**src/rtl/ema_filter_mc.sv**
```systemverilog
// Multichannel exponential moving average filter with a shared datapath.
// Per-channel state lives in a small RAM; a walker zeroes it on reset/clear.
module ema_filter_mc #(
  parameter int NCH   = 4,
  parameter int IW    = 20,
  parameter int LGMAX = 12,
  parameter int OW    = IW + 1,
  parameter int CW    = $clog2(NCH)
) (
  input  logic                 clk,
  input  logic                 rst,
  input  logic                 clear,
  input  logic                 s_valid,
  output logic                 s_ready,
  input  logic [CW-1:0]        s_chan,
  input  logic signed [IW-1:0] s_in,
  input  logic [3:0]           lgalpha,
  output logic                 m_valid,
  output logic [CW-1:0]        m_chan,
  output logic signed [OW-1:0] s_out
);

  localparam int AW = IW + LGMAX + 1;
  localparam logic [3:0] LGM = 4'(LGMAX);

  typedef enum logic {IDLE, CLEAR} state_t;

  state_t        state_q, state_d;
  logic [CW-1:0] caddr_q, caddr_d;

  logic signed [AW-1:0] acc_mem [NCH];
  logic [NCH-1:0]       pr_mem;

  logic                 s1_v_q, s2_v_q;
  logic [CW-1:0]        s1_ch_q, s2_ch_q;
  logic signed [IW-1:0] s1_x_q, s2_x_q;
  logic [3:0]           s1_l_q, s2_l_q;
  logic signed [AW-1:0] s2_acc_q;
  logic                 s2_pr_q;

  logic                 m_valid_q;
  logic [CW-1:0]        m_chan_q;
  logic signed [OW-1:0] s_out_q;

  logic                 take;
  logic [3:0]           l_cl;
  logic                 fwd;
  logic signed [AW-1:0] rd_acc;
  logic                 rd_pr;
  logic signed [AW-1:0] x_sc;
  logic signed [AW-1:0] diff;
  logic signed [AW-1:0] step;
  logic signed [AW-1:0] acc_new;

  always_ff @(posedge clk) begin
    if (rst) begin
      state_q <= CLEAR;
      caddr_q <= '0;
    end else begin
      state_q <= state_d;
      caddr_q <= caddr_d;
    end
  end

  always_comb begin
    state_d = state_q;
    caddr_d = caddr_q;
    if (clear) begin
      state_d = CLEAR;
      caddr_d = '0;
    end else if (state_q == CLEAR) begin
      if (caddr_q == CW'(NCH - 1)) begin
        state_d = IDLE;
      end else begin
        caddr_d = caddr_q + CW'(1);
      end
    end
  end

  assign s_ready = (state_q == IDLE) && !clear;
  assign take    = s_valid && s_ready && (32'(s_chan) < NCH);
  assign l_cl    = (lgalpha > LGM) ? LGM : lgalpha;

  // Back-to-back hits on one channel take the in-flight result, not RAM.
  assign fwd    = s2_v_q && (s2_ch_q == s1_ch_q);
  assign rd_acc = fwd ? acc_new : acc_mem[s1_ch_q];
  assign rd_pr  = fwd ? 1'b1 : pr_mem[s1_ch_q];

  assign x_sc = {s2_x_q[IW-1], s2_x_q, {LGMAX{1'b0}}};

  always_comb begin
    diff    = x_sc - s2_acc_q;
    step    = diff >>> s2_l_q;
    acc_new = s2_acc_q + step;
    if (!s2_pr_q || s2_l_q == 4'd0) begin
      acc_new = x_sc;
    end
  end

  always_ff @(posedge clk) begin
    if (rst) begin
      s1_v_q <= 1'b0;
      s2_v_q <= 1'b0;
    end else begin
      s1_v_q <= take;
      s2_v_q <= s1_v_q;
    end
  end

  always_ff @(posedge clk) begin
    if (take) begin
      s1_ch_q <= s_chan;
      s1_x_q  <= s_in;
      s1_l_q  <= l_cl;
    end
    s2_ch_q  <= s1_ch_q;
    s2_x_q   <= s1_x_q;
    s2_l_q   <= s1_l_q;
    s2_acc_q <= rd_acc;
    s2_pr_q  <= rd_pr;
  end

  // The clear walk owns the single write port while it runs.
  always_ff @(posedge clk) begin
    if (state_q == CLEAR) begin
      acc_mem[caddr_q] <= '0;
      pr_mem[caddr_q]  <= 1'b0;
    end else if (s2_v_q) begin
      acc_mem[s2_ch_q] <= acc_new;
      pr_mem[s2_ch_q]  <= 1'b1;
    end
  end

  always_ff @(posedge clk) begin
    if (rst) begin
      m_valid_q <= 1'b0;
      m_chan_q  <= '0;
      s_out_q   <= '0;
    end else begin
      m_valid_q <= s2_v_q;
      if (s2_v_q) begin
        m_chan_q <= s2_ch_q;
        s_out_q  <= OW'(acc_new >>> LGMAX);
      end
    end
  end

  assign m_valid = m_valid_q;
  assign m_chan  = m_chan_q;
  assign s_out   = s_out_q;

endmodule

```
**config.mk**
```make
export PLATFORM = sky130hd
export DESIGN_NAME = ema_filter_mc
export DESIGN_NICKNAME = d
export VERILOG_FILES = /design/src/rtl/ema_filter_mc.sv
export SDC_FILE = /design/constraint.sdc
export NUM_CORES = 1
export LEC_CHECK = 0
export CORE_ASPECT_RATIO = 0.7
export CORE_UTILIZATION = 59
export CTS_CLUSTER_SIZE = 25
export DETAILED_ROUTE_END_ITERATION = 6
export PLACE_DENSITY = 0.85
export SETUP_SLACK_MARGIN = 0.02
export SLEW_MARGIN = 20
export SYNTH_ARGS = -nofsm -noshare
export SYNTH_HDL_FRONTEND = slang
export SYNTH_SLANG_ARGS = --single-unit
```
**constraint.sdc**
```tcl
create_clock -name clk -period 10.1 [get_ports clk]
set_input_delay 2.02 -clock clk [delete_from_list [all_inputs] [get_ports clk]]
set_output_delay 2.02 -clock clk [all_outputs]
set_load 0.05 [all_outputs]
```
==> impl_results.md <==
* Post-Syn Nets at 1478
* Detail Placement HPWL at 27.7 mm
* Synth unique cells at 85
* Area leader, netlist: edfxtp_1
* Reg clk slew, reported paths at 0.07 ns
* Mapped Area at 0.0145 mm²
* Antenna diode instance count at 0
* Ys flop type: edfxtp_1
* Via density at 6.66
* Gpl congestion at 0.963
* Placed insts at 1695
* Crit Path Class: reg2reg
* Area Growth Syn to Fin at 11.5%
* Die ar. at 0.0251 mm²
* Status: complete, no violations
* Register area share after synthesis at 0.463
* Startpoint Class: flop
* Flops & latches, synth at 253
* Initial drt markers at 1354
* CTS root buffer: clkbuf_16
* Non-Filler Instances at 1739
* Resize count post-CTS at 0
* RSZ-0062 raised after global routing: false
* Drc violations at 0
* Overall Power at 2.36 mW
* FFs w/ async S/R, synth at 0
* Synth area leaders: edfxtp_1 (34%), dfxtp_1 (13%), mux4_2 (6.4%)
* Share of post-route cells with drive strength above 1 at 0.103
* Largest net degree at the start of global routing at 64
* Std-Cell Core Area at 0.0238 mm²
* Leak Pwr at 5.98 nW
* Final core occ at 0.676
* Post-DR wirelength/cell at 22.6 µm
* Clk Latency, worst-skew pair at 0.53 ns
* Hold slack final at 0.336 ns
* GRT overflow at 0
* Final Skew at 0.0190 ns
* FMAX at 0.141 GHz
* First-pass GRT wire length at 62.3 mm
* Top-area cell type share of the netlist area at 0.337
* Most frequent cells in the layout: edfxtp_1 (162), nor2_1 (128), nand2_1 (108)
* CP Capture Type: flop
* Worst Max-Slew Pin Slew at 1.04 ns
* Power Density at 147 mW/mm²
* Period utilization at 0.702
* Buffers on Ports at 54
* CTS tree: done
* Setup TNS at 0 ns
* CP arrival at 7.41 ns
* Vias in the first global route at 11100
* Final period demand of the worst path at 7.09 ns
* Number of max-slew violations in the final report at 0
* Crit path max fanout at 7
* Rows at 47
* Fin. Hold Viols at 0
* # Max-Cap Violations at 0
* # IOs at 55
* Clock Tree Buf Depth at 3
* Ys Warns at 0
* Die Ht at 133 µm
* Die extent in x at 189 µm
* Peak VDD IR at 146 µV
* Hold Path Class: reg2reg
* Hold Buf Count CTS at 0
* Synthesized instance count at 1387
* Drt pass-1 iters at 6
* Initial antenna violation count at 0
* Setup repair bufs after CTS at 0
* Clock Sinks at 253
* Syn_area_per_cell at 10.4 µm²
* Post-synth EDFFs at 162
* Final setup vio count at 0
* Final #Nets at 1494
* H-tree levels at 1
* Num CTS Buffers at 24
* Final ANT Viol Nets at 0
* Final WL at 39.3 mm
* Worst slew margin at 0.302
* Critical Path RT at 10.41 ns
* Via count at 11600
* Total GRT Usage at 0.316
* Commonest non-fill, non-tap cell in the layout: edfxtp_1
* Initial Util at 0.607
where the power goes:
group          internal, mW  leakage [nW]  switching (mW)
clock                 0.551         0.400           0.403
sequential             1.12          2.33          0.0155
combinational         0.104          3.25           0.163
total                  1.78          5.98           0.582
cells by family after synthesis:
family,after synthesis,share of synthesized area
mux,103,0.109
xor+xnor,49,0.0325
fa+ha+maj,61,0.0533
compound gates,388,0.177
buf+inv,145,0.0384
flops,253,0.463
simple gates,388,0.127
routing by layer:
metal / track usage / vias up / part of all wire
met2: 0.501 / 651 / 0.46
met3: 0.0496 / 84 / 0.092
met1: 0.453 / 5589 / 0.42
li1: - / 5253 / -
met4: 0.0865 / 0 / 0.026
met5: 0 / - / 0
synthesized netlist by cell type (all sizes together) (20+ instances only):
master	n
nand3	33
mux2i	49
nor2	128
xnor2	33
a31oi	20
clkbuf	72
nand2	108
o21ai	81
a21oi	103
edfxtp	162
ha	60
nor3	28
inv	58
a211oi	44
dfxtp	91
mux4	42
state kept, by name, summed over array words and instances (netlist names), named ones only:
signal / flops
acc_mem: 132
s2_acc_q: 33
s_out: 21
s1_x_q: 20
s2_x_q: 20
pr_mem: 4
s1_l_q: 4
s2_l_q: 4
caddr_q: 2
m_chan: 2
s1_ch_q: 2
s2_ch_q: 2
m_valid: 1
s1_v_q: 1
s2_pr_q: 1
s2_v_q: 1
state_q: 1
final cells by class:
| class | instances | area (µm²) |
|---|---|---|
| repair buffers | 75 | 698 |
| flip-flops and latches | 253 | 6690 |
| clock buffers | 30 | 664 |
| multi-input cells | 989 | 7260 |
| fillers | 1753 | 7710 |
| well taps | 318 | 398 |
| inverters | 60 | 225 |
| clock inverters | 14 | 176 |
worst paths after layout:
path           startpoint              to  slack (ns)  cells after the start
max          s2_acc_q[14]  acc_mem[0][31]        3.01                     20
min            s1_x_q[13]      s2_x_q[13]        0.34                      0
max reg2reg  s2_acc_q[14]  acc_mem[0][31]        3.01                     20
min reg2reg    s1_x_q[13]      s2_x_q[13]        0.34                      0
worst max-delay path, cell delays in order, from the launching register on:
cell and delay, ns:
dfxtp_1 0.40, inv_1 0.08, ha_1 0.37, o21ai_0 0.59
nor2_1 0.14, o21ai_0 0.31, and3_1 0.39, xnor2_1 0.15
a211oi_1 0.46, mux2i_1 0.29, mux4_2 0.52, ha_1 0.44
nand4_1 0.23, nor3_1 0.22, a211oi_1 0.17, o21ai_0 0.43
a31oi_1 0.32, o311ai_0 0.70, a21o_1 0.20, nand3_1 0.13
a21oi_1 0.33
through the flow:
step                area (µm²)  setup WS [ns]
floorplan                14500           4.73
global placement         15300           3.26
detailed placement       15300           3.20
CTS                      16100           3.19
global route             16100           2.62
finish                   16100           3.01
Power figures use the tool's default switching activity.
